<file path="src/rtl/branch_pkg.sv">
// Shared constants for branch resolution and prediction: condition codes,
// flag bit positions and 2-bit saturating counter states.
package branch_pkg;

  localparam logic [2:0] COND_NE  = 3'b000;
  localparam logic [2:0] COND_EQ  = 3'b001;
  localparam logic [2:0] COND_GT  = 3'b010;
  localparam logic [2:0] COND_LT  = 3'b011;
  localparam logic [2:0] COND_GE  = 3'b100;
  localparam logic [2:0] COND_LE  = 3'b101;
  localparam logic [2:0] COND_OV  = 3'b110;
  localparam logic [2:0] COND_UNC = 3'b111;

  localparam int FLAG_Z = 2;
  localparam int FLAG_V = 1;
  localparam int FLAG_N = 0;

  typedef logic [1:0] sat_cnt_t;

  localparam sat_cnt_t CNT_SNT = 2'b00;
  localparam sat_cnt_t CNT_WNT = 2'b01;
  localparam sat_cnt_t CNT_WT  = 2'b10;
  localparam sat_cnt_t CNT_ST  = 2'b11;

  function automatic sat_cnt_t sat_step(input sat_cnt_t c, input logic up);
    sat_cnt_t r;
    if (up) r = (c == CNT_ST)  ? c : c + 2'd1;
    else    r = (c == CNT_SNT) ? c : c - 2'd1;
    return r;
  endfunction

endpackage

</file>
<file path="src/rtl/branch_resolve.sv">
// Combinational branch resolver: condition-code decode and target adder.
// Zero latency; no flow control.
module branch_resolve
  import branch_pkg::*;
#(
  parameter int PC_W  = 16,
  parameter int IMM_W = 9
) (
  input  logic [2:0]       cond_i,
  input  logic [2:0]       flags_i,
  input  logic             is_breg_i,
  input  logic [IMM_W-1:0] imm_i,
  input  logic [PC_W-1:0]  pc_i,
  input  logic [PC_W-1:0]  breg_i,
  output logic             taken_o,
  output logic [PC_W-1:0]  target_o
);

  logic            z, v, n;
  logic [PC_W-1:0] offset;

  assign z = flags_i[FLAG_Z];
  assign v = flags_i[FLAG_V];
  assign n = flags_i[FLAG_N];

  always_comb begin
    taken_o = 1'b0;
    case (cond_i)
      COND_NE:  taken_o = ~z;
      COND_EQ:  taken_o = z;
      COND_GT:  taken_o = ~z & ~n;
      COND_LT:  taken_o = n;
      COND_GE:  taken_o = z | ~n;
      COND_LE:  taken_o = z | n;
      COND_OV:  taken_o = v;
      default:  taken_o = 1'b1;
    endcase
  end

  // Immediate counts half-words; sum wraps mod 2^PC_W.
  assign offset   = {{(PC_W-IMM_W){imm_i[IMM_W-1]}}, imm_i} << 1;
  assign target_o = is_breg_i ? breg_i : (pc_i + PC_W'(2) + offset);

endmodule

</file>
<file path="src/rtl/branch_predict_unit.sv">
// Direct-mapped BTB with 2-bit counters: combinational fetch lookup, EX-stage
// update on resolve, and a registered one-cycle flush/redirect on mispredict.
module branch_predict_unit
  import branch_pkg::*;
#(
  parameter int PC_W    = 16,
  parameter int IMM_W   = 9,
  parameter int ENTRIES = 8,
  parameter int IDX_W   = $clog2(ENTRIES),
  parameter int TAG_W   = PC_W - 1 - IDX_W,
  parameter int CNT_W   = 16
) (
  input  logic             clk,
  input  logic             rst,
  input  logic [PC_W-1:0]  if_pc,
  output logic             pred_taken,
  output logic [PC_W-1:0]  pred_target,
  output logic [PC_W-1:0]  pred_next_pc,
  input  logic             ex_valid,
  input  logic             ex_is_branch,
  input  logic             ex_is_breg,
  input  logic [2:0]       ex_cond,
  input  logic [2:0]       ex_flags,
  input  logic [IMM_W-1:0] ex_imm,
  input  logic [PC_W-1:0]  ex_pc,
  input  logic [PC_W-1:0]  ex_breg,
  input  logic             ex_pred_taken,
  input  logic [PC_W-1:0]  ex_pred_target,
  output logic             flush,
  output logic [PC_W-1:0]  redirect_pc,
  output logic [CNT_W-1:0] branch_cnt,
  output logic [CNT_W-1:0] mispred_cnt
);

  logic             valid_q [ENTRIES];
  logic [TAG_W-1:0] tag_q   [ENTRIES];
  logic [PC_W-1:0]  tgt_q   [ENTRIES];
  sat_cnt_t         cnt_q   [ENTRIES];

  logic             flush_q, flush_d;
  logic [PC_W-1:0]  redirect_q, redirect_d;
  logic [CNT_W-1:0] branch_cnt_q, branch_cnt_d;
  logic [CNT_W-1:0] mispred_cnt_q, mispred_cnt_d;

  logic [IDX_W-1:0] if_idx, ex_idx;
  logic [TAG_W-1:0] if_tag, ex_tag;
  logic             if_hit, ex_hit;

  logic             taken;
  logic [PC_W-1:0]  target;
  logic [PC_W-1:0]  seq_pc;
  logic             resolve, mispredict;

  logic             btb_we;
  logic [PC_W-1:0]  tgt_d;
  sat_cnt_t         cnt_d;

  logic             unused_pc_lsb;
  assign unused_pc_lsb = if_pc[0] ^ ex_pc[0];

  // Fetch-side lookup reads the flops directly: a same-cycle update is not bypassed.
  assign if_idx = if_pc[IDX_W:1];
  assign if_tag = if_pc[PC_W-1:IDX_W+1];
  assign if_hit = valid_q[if_idx] && (tag_q[if_idx] == if_tag);

  assign pred_taken   = if_hit & cnt_q[if_idx][1];
  assign pred_target  = if_hit ? tgt_q[if_idx] : '0;
  assign pred_next_pc = pred_taken ? pred_target : (if_pc + PC_W'(2));

  branch_resolve #(
    .PC_W  (PC_W),
    .IMM_W (IMM_W)
  ) u_resolve (
    .cond_i    (ex_cond),
    .flags_i   (ex_flags),
    .is_breg_i (ex_is_breg),
    .imm_i     (ex_imm),
    .pc_i      (ex_pc),
    .breg_i    (ex_breg),
    .taken_o   (taken),
    .target_o  (target)
  );

  assign seq_pc = ex_pc + PC_W'(2);
  assign ex_idx = ex_pc[IDX_W:1];
  assign ex_tag = ex_pc[PC_W-1:IDX_W+1];
  assign ex_hit = valid_q[ex_idx] && (tag_q[ex_idx] == ex_tag);

  // The EX instruction during a flush cycle is wrong-path and must not resolve.
  assign resolve    = ex_valid & ex_is_branch & ~flush_q;
  assign mispredict = resolve & ((taken != ex_pred_taken) |
                                 (taken & (target != ex_pred_target)));

  always_comb begin
    flush_d       = mispredict;
    redirect_d    = redirect_q;
    branch_cnt_d  = branch_cnt_q;
    mispred_cnt_d = mispred_cnt_q;
    if (mispredict) begin
      redirect_d = taken ? target : seq_pc;
    end
    if (resolve && (branch_cnt_q != '1)) begin
      branch_cnt_d = branch_cnt_q + CNT_W'(1);
    end
    if (mispredict && (mispred_cnt_q != '1)) begin
      mispred_cnt_d = mispred_cnt_q + CNT_W'(1);
    end
  end

  // Hits train the counter; taken misses allocate, biased strong for unconditional.
  always_comb begin
    btb_we = resolve & (ex_hit | taken);
    tgt_d  = taken ? target : tgt_q[ex_idx];
    cnt_d  = (ex_cond == COND_UNC) ? CNT_ST : CNT_WT;
    if (ex_hit) begin
      cnt_d = sat_step(cnt_q[ex_idx], taken);
    end
  end

  always_ff @(posedge clk) begin
    if (rst) begin
      flush_q       <= 1'b0;
      redirect_q    <= '0;
      branch_cnt_q  <= '0;
      mispred_cnt_q <= '0;
      for (int i = 0; i < ENTRIES; i++) begin
        valid_q[i] <= 1'b0;
        tag_q[i]   <= '0;
        tgt_q[i]   <= '0;
        cnt_q[i]   <= CNT_WNT;
      end
    end else begin
      flush_q       <= flush_d;
      redirect_q    <= redirect_d;
      branch_cnt_q  <= branch_cnt_d;
      mispred_cnt_q <= mispred_cnt_d;
      if (btb_we) begin
        valid_q[ex_idx] <= 1'b1;
        tag_q[ex_idx]   <= ex_tag;
        tgt_q[ex_idx]   <= tgt_d;
        cnt_q[ex_idx]   <= cnt_d;
      end
    end
  end

  assign flush       = flush_q;
  assign redirect_pc = redirect_q;
  assign branch_cnt  = branch_cnt_q;
  assign mispred_cnt = mispred_cnt_q;

endmodule

</file>
<file path="config.mk">
export PLATFORM = sky130hd
export DESIGN_NAME = branch_predict_unit
export DESIGN_NICKNAME = d
export VERILOG_FILES = /design/src/rtl/branch_pkg.sv /design/src/rtl/branch_resolve.sv /design/src/rtl/branch_predict_unit.sv
export SDC_FILE = /design/constraint.sdc
export NUM_CORES = 1
export LEC_CHECK = 0
export CAP_MARGIN = 20
export CORE_ASPECT_RATIO = 0.75
export CORE_MARGIN = 5
export CORE_UTILIZATION = 58
export CTS_CLUSTER_DIAMETER = 80
export DETAILED_ROUTE_END_ITERATION = 8
export GPL_ROUTABILITY_DRIVEN = 0
export PLACE_DENSITY_LB_ADDON = 0.15
export SYNTH_ARGS = -nofsm -noshare
export SYNTH_HDL_FRONTEND = slang
export SYNTH_SLANG_ARGS = --single-unit
</file>
<file path="constraint.sdc">
create_clock -name clk -period 7.3 [get_ports clk]
set_input_delay 1.46 -clock clk [delete_from_list [all_inputs] [get_ports clk]]
set_output_delay 1.46 -clock clk [all_outputs]
set_load 0.03 [all_outputs]
</file>
Yosys cells after proc, flatten, opt, wreduce, memory -nomap -nowiden
Memory sizes are Yosys's and may differ from the RTL's.
Index checks and enable logic that the tools add are counted.
{"block": "word_totals", "out_inout_bits": 82, "memories": 4, "elab_cells": 83, "in_bits": 85, "ram_bits": 248, "ff_bits": 49}
{"memory": "tgt_q", "words": 8, "width": 16, "rd": 1, "rd_ports_with_merged_regs": 0, "write_ports": 8, "line_no": "branch_predict_unit.sv:37", "rtl": "logic [PC_W-1:0] tgt_q [ENTRIES];"}
{"memory": "tag_q", "words": 8, "width": 12, "rd": 2, "rd_ports_with_merged_regs": 0, "write_ports": 8, "line_no": "branch_predict_unit.sv:36", "rtl": "logic [TAG_W-1:0] tag_q [ENTRIES];"}
{"memory": "cnt_q", "words": 8, "width": 2, "rd": 2, "rd_ports_with_merged_regs": 0, "write_ports": 8, "line_no": "branch_predict_unit.sv:38", "rtl": "sat_cnt_t cnt_q [ENTRIES];"}
{"memory": "valid_q", "words": 8, "width": 1, "rd": 2, "rd_ports_with_merged_regs": 0, "write_ports": 8, "line_no": "branch_predict_unit.sv:35", "rtl": "logic valid_q [ENTRIES];"}
{"block": "classes", "addsub": 7, "mux": 28, "eq_ne": 15, "n_reduce_logical": 11, "bitwise_logic": 14}
{"operator": "$mux W16", "n": 6}
{"operator": "$add A16 B1 Y16 const B", "n": 2}
{"operator": "$add A16 B2 Y16 const B", "n": 2}
{"operator": "$ne A16 B16 Y1 const B", "n": 2}
{"operator": "$eq A12 B12 Y1", "n": 2}
{"operator": "$add A16 B16 Y16", "n": 1}
{"operator": "$ne A16 B16 Y1", "n": 1}
{"operator": "$reduce_or A16 Y1", "n": 1}
{"operator": "$eq A3 B3 Y1 const B", "n": 4}
{"operator": "$mux W12", "n": 1}
{"operator": "$mux W3", "n": 4}
{"operator": "$reduce_or A12 Y1", "n": 1}
{"operator": "$mux W1", "n": 11}
{"operator": "$mux W2", "n": 5}
{"operator": "$and A1 B1 Y1", "n": 7}
{"operator": "$pmux W1 S7", "n": 1}
{"operator": "$eq A3 B2 Y1 const B", "n": 2}
{"operator": "$logic_and A1 B1 Y1", "n": 4}
{"operator": "$or A1 B1 Y1", "n": 4}
{"operator": "$eq A3 B1 Y1 const B", "n": 1}
{"operator": "$logic_not A3 Y1", "n": 1}
{"operator": "$not A1 Y1", "n": 3}
{"operator": "$add A2 B1 Y2 const B", "n": 1}
{"operator": "$eq A2 B2 Y1 const B", "n": 1}
{"operator": "7 further kinds", "n": 7}

Depth between registers and ports, before layout
{"block": "depth", "depth_word": 11, "depth_mapped": 21, "depth_no_buf": 16}

Cells and area by module
A second synthesis with hierarchy kept.
{"block": "unflattened", "cells_unflattened": 1467, "area_unflattened_um2": 17344.1}
{"module": "branch_predict_unit", "seq_area_each_um2": 8348.0, "area_per_inst_um2": 16275.6, "cells_each": 1325, "instances": 1}
{"module": "branch_resolve", "seq_area_each_um2": 0.0, "area_per_inst_um2": 1068.5, "cells_each": 142, "instances": 1}

Worst setup path before layout
OpenSTA, ideal clock, no wires.
{"block": "synth_timing", "path_type": "input port to flip-flop", "startpoint": "input ex_pc[1]", "endpoint": "register redirect_q[12] (netlist: redirect_pc[12])", "arrival_ns": 5.995, "path_buffers": 5, "cell_stages": 21, "setup_ns": 0.135, "required_ns": 7.165, "setup_slack_ns": 1.170, "path_cell_list": "buf_6 > buf_2 > inv_1 > nor3_1 > and3_1 > and2_1 > nand2_1 > xnor2_1 > ha_1 > clkbuf_1 > a21oi_1 > o21ai_0 > or4_1 > o221ai_1 > nor3b_1 > a2111o_1 > or4_1 > clkbuf_1 > buf_2 > a21oi_1 > a211oi_1"}
{"block": "synth_between", "elab_chain_cells": 7, "elab_cells_between_ends": 8, "cone_classes": "add/sub (2); eq/ne (1); mux (2); bitwise (3)"}
{"item": "start, declared", "line_no": "branch_predict_unit.sv:25", "rtl": "input logic [PC_W-1:0] ex_pc,"}
{"item": "$add A16 B2 Y16 (*)", "line_no": "branch_resolve.sv:42, branch_predict_unit.sv:84"}
{"item": "$add A16 B16 Y16", "line_no": "branch_resolve.sv:42", "rtl": "assign target_o = is_breg_i ? breg_i : (pc_i + PC_W'(2) + offset);"}
{"item": "$mux W16", "line_no": "branch_resolve.sv:42"}
{"item": "$ne A16 B16 Y1", "line_no": "branch_predict_unit.sv:92", "rtl": "(taken & (target != ex_pred_target)));"}
{"item": "$and A1 B1 Y1", "line_no": "branch_predict_unit.sv:92"}
{"item": "$or A1 B1 Y1", "line_no": "branch_predict_unit.sv:91", "rtl": "assign mispredict = resolve & ((taken != ex_pred_taken) |"}
{"item": "$and A1 B1 Y1", "line_no": "branch_predict_unit.sv:91"}
{"item": "end signal, assigned", "line_no": "branch_predict_unit.sv:134", "rtl": "redirect_q <= redirect_d;"}
{"item": "end, declared", "line_no": "branch_predict_unit.sv:41", "rtl": "logic [PC_W-1:0] redirect_q, redirect_d;"}
Every way passes the cells marked *; elsewhere a longest branch is shown, timed or not.
A chain may end at the register's enable or synchronous reset.

Worst setup path in the final report
{"block": "layout_timing", "startpoint": "input if_pc[1]", "endpoint": "output pred_next_pc[4]"}
{"block": "layout_between", "elab_chain_cells": 5, "elab_cells_between_ends": 10, "cone_classes": "add/sub (1); eq/ne (1); mux (2); bitwise (1); reduce/logical (1); memory (4)"}
{"item": "start, declared", "line_no": "branch_predict_unit.sv:15", "rtl": "input logic [PC_W-1:0] if_pc,"}
{"item": "$mem_v2 Z8 W12"}
{"item": "$eq A12 B12 Y1", "line_no": "branch_predict_unit.sv:64", "rtl": "assign if_hit = valid_q[if_idx] && (tag_q[if_idx] == if_tag);"}
{"item": "$logic_and A1 B1 Y1", "line_no": "branch_predict_unit.sv:64"}
{"item": "$mux W16 / $and A1 B1 Y1 (equally long branches)", "line_no": "branch_predict_unit.sv:67, branch_predict_unit.sv:66"}
{"item": "$mux W16 (*)", "line_no": "branch_predict_unit.sv:68", "rtl": "assign pred_next_pc = pred_taken ? pred_target : (if_pc + PC_W'(2));"}
{"item": "end, declared", "line_no": "branch_predict_unit.sv:18", "rtl": "output logic [PC_W-1:0] pred_next_pc,"}
Marked as above.

==> results.md <==
- Die Wd: ~210 um
- Num Clock Sinks: 297
- Total negative slack: 0 ns
- Vias in the first global route: 12800
- DR vias: 13200
- Max Cap Viol: 0
- Most frequent cells in the layout: edfxtp_1 (240), nor2_1 (233), clkdlybuf4s50_1 (159), and2_1 (81), mux4_2 (77)
- Critical path class: in2out
- Status: complete, no violations
- Int Power: 2.97 mW
- Worst min-delay path class: reg2reg
- Final hold violation count: 0
- Ant. Diodes: 0
- Per-cell routed wire length: 24.1 um
- IO Count: 167
- Endpoints failing setup: 0
- Layout net count: 1751
- GRT Total Usage: about 30%
- Mux share of post-synthesis cell area: 14.0%
- Main combinational cell family by area after synthesis: simple AND/OR/NAND/NOR gates
- Power Dens Cells: 203 nW/um^2
- Die height: about 160 um
- Die area: 33000 sq um
- # placed instances: 2005
- Final Non-Filler Cells: 2059
- Pre-antenna DRT Iters: 6
- Total net switching power: 1.07 mW
- Grt ovf: 0
- Worst path required time: 5.84 ns
- Slew HR: 33.1%
- Fillers: 2183
- Clk_skew: 0.0161 ns
- Final Cycle Share: 89.7%
- CP endpoint kind: output port
- Clk_lat worst skew: between 0.5 and 0.6 ns
- Mapped Cells: 1519
- Post-synthesis sequential area ratio: 48.9%
- Syn nets: 1626
- Power share of the combinational group: 15.8%
- DRC viols: 0
- Initial Utilization: between 50% and 60%
- Cells resized by post-CTS repair: 0
- Ys async rst share: 0%
- Max Fclk: 153 MHz
- CP max FO: 31
- Ys Warns: 0
- Share of cells above drive strength 1: roughly an eighth
- Synth Area per Inst: 11.2 sq um
- PortBufs: about 170
- Register bit total from synthesis: 297
- Pin count of the biggest net entering global routing: 63
- Core Area: 29100 sq um
- Detailed Place HPWL: approximately 34000 um
- Post-route ant nets: 0
- Clock share of power: around 37%
- VDD IR max: 0.206 mV
- Via density: 6.39
- Register share of total power: 47.0%
- Synth Cell Area: 17100 sq um
- Post-Synth Simple-Gate Area: 18.8%
- Clock Path Buffers: 3
- Area growth, synth to finish: 16.5%
- Min Clock Period, post-route: approximately 6.5 ns
- First-pass GRT wire length: approximately 76000 um
- FF-to-FF setup slack: roughly 2.6 ns
- FP Rows: 54
- Switching part of the total: 26.4%
- Leak: 7.22 nW
- Unique masters post-synth: 73
- CTS tree: built
- Critical Path AT: 5.08 ns
- Main synth FF type: edfxtp_1
- RSZ-0062 raised after global routing: false
- Slew Limit Fails: 0
- Adder-cell share of the synthesized area: 1.77%
- Post-synth EDFFs: 240
- Clock slew at reported path FFs: 0.06 ns
- Worst Setup Start Kind: primary input
- Cts bufs inserted: 29
- Initial antenna violation count: 0
- Hold_buf cts: 0
- H-tree depth: 1
- Compound-Gate Fraction of Synth Area: 8.25%
- Final wirelength: 49500 um
- Root buf cell: clkbuf_16
- Starting DRC count in detailed routing: 1688
- Slew @ Worst Pin: 1.00 ns
- Setup Buffers After CTS: 0
- XOR/XNOR share of the synthesized area: 4.36%
- Most common library cell in the layout ignoring fill and taps: edfxtp_1
==> state kept, by name, indices dropped and copies added, names as in the netlist <==
name / cells
redirect_pc: 16
tag_q: 96
valid_q: 8
branch_cnt: 16
tgt_q: 128
mispred_cnt: 16
flush: 1
cnt_q: 16
==> power groups by stage <==
stage               clock (mW)  sequential, mW  combinational, mW
floorplan                    0            1.94              0.384
CTS                       1.51            1.90              0.630
global route              1.59            1.90              0.681
detailed placement           0            1.93              0.627
global placement             0            1.93              0.619
finish                    1.50            1.90              0.640
==> cell usage after synthesis, types with 20 or more instances <==
master	instances	share of area, %
nand2_1	75	1.7
clkbuf_1	65	1.4
a21oi_1	58	1.7
xor2_1	33	1.7
nand2b_1	20	0.73
inv_1	27	0.59
dfxtp_1	57	6.7
nor2_1	234	5.1
edfxtp_1	240	42
mux2i_1	45	2.6
o21ai_0	41	1.2
and2_1	81	3.0
nand4_1	22	0.81
nand3_1	56	1.6
mux4_2	77	10
xnor2_1	52	2.7
ha_1	21	1.5
and3_1	36	1.3
==> routing by layer <==
metal | global-route usage, % | part of all wire, %
met1 | 43.9 | 41
met2 | 44.9 | 43
met3 | 6.64 | 12
met4 | 8.57 | 3.1
met5 | 0 | 0
==> final timing paths <==
path,start,end,cells past startpoint
worst max-delay path,if_pc[1],pred_next_pc[4],12
worst min-delay path,redirect_pc[7],redirect_pc[7],2
worst max register to register,tag_q[1][11],tag_q[3][0],10
worst min register to register,redirect_pc[7],redirect_pc[7],2
==> cell type report <==
type                    count  area, sq um  area share [%]
flip-flops and latches    297         8350            42.0
inverters                  28          105           0.529
well taps                 392          490            2.47
clock buffers              43          858            4.32
clock inverters            11         98.8           0.497
repair buffers            205         1920            9.67
multi-input cells        1083         8050            40.5
==> metrics by stage <==
| step | hold slack (ns) | setup WS [ns] | util (%) | instance area (sq um) | total power [mW] |
|---|---|---|---|---|---|
| after floorplan | 0.452 | 1.17 | - | 17100 | 2.32 |
| after global placement | 0.470 | 0.829 | 65.1 | 18900 | 2.55 |
| after detailed placement | 0.474 | 0.786 | 65.1 | 18900 | 2.56 |
| after CTS | 0.483 | 0.794 | 68.4 | 19900 | 4.04 |
| after global routing | 0.495 | 0.560 | 68.4 | 19900 | 4.17 |
| final | 0.480 | 0.755 | 68.4 | 19900 | 4.04 |
==> logic make-up (layout without fill, tap and decap cells) <==
kind of cell               count (synthesis)  after routing
AOI/OAI and AO/OA                        210            210
xor gates and xnor gates                  85             85
adders and majority gates                 24             24
buffers and inverters                    139            287
DFF                                      297            297
muxes                                    140            140
and+or+nand+nor                          624            624
==> critical path, stage by stage <==
cell and delay (ns):
buf_4 0.42, mux4_2 0.57, mux2i_1 0.52, xnor2_1 0.12, nor4_1 0.28, nand4_1 0.13
buf_4 0.21, nor2_2 0.11, buf_4 0.30, nor2_1 0.09, a21oi_1 0.14, clkdlybuf4s50_1 0.70
Note: power is estimated with default switching activity, not from simulation.
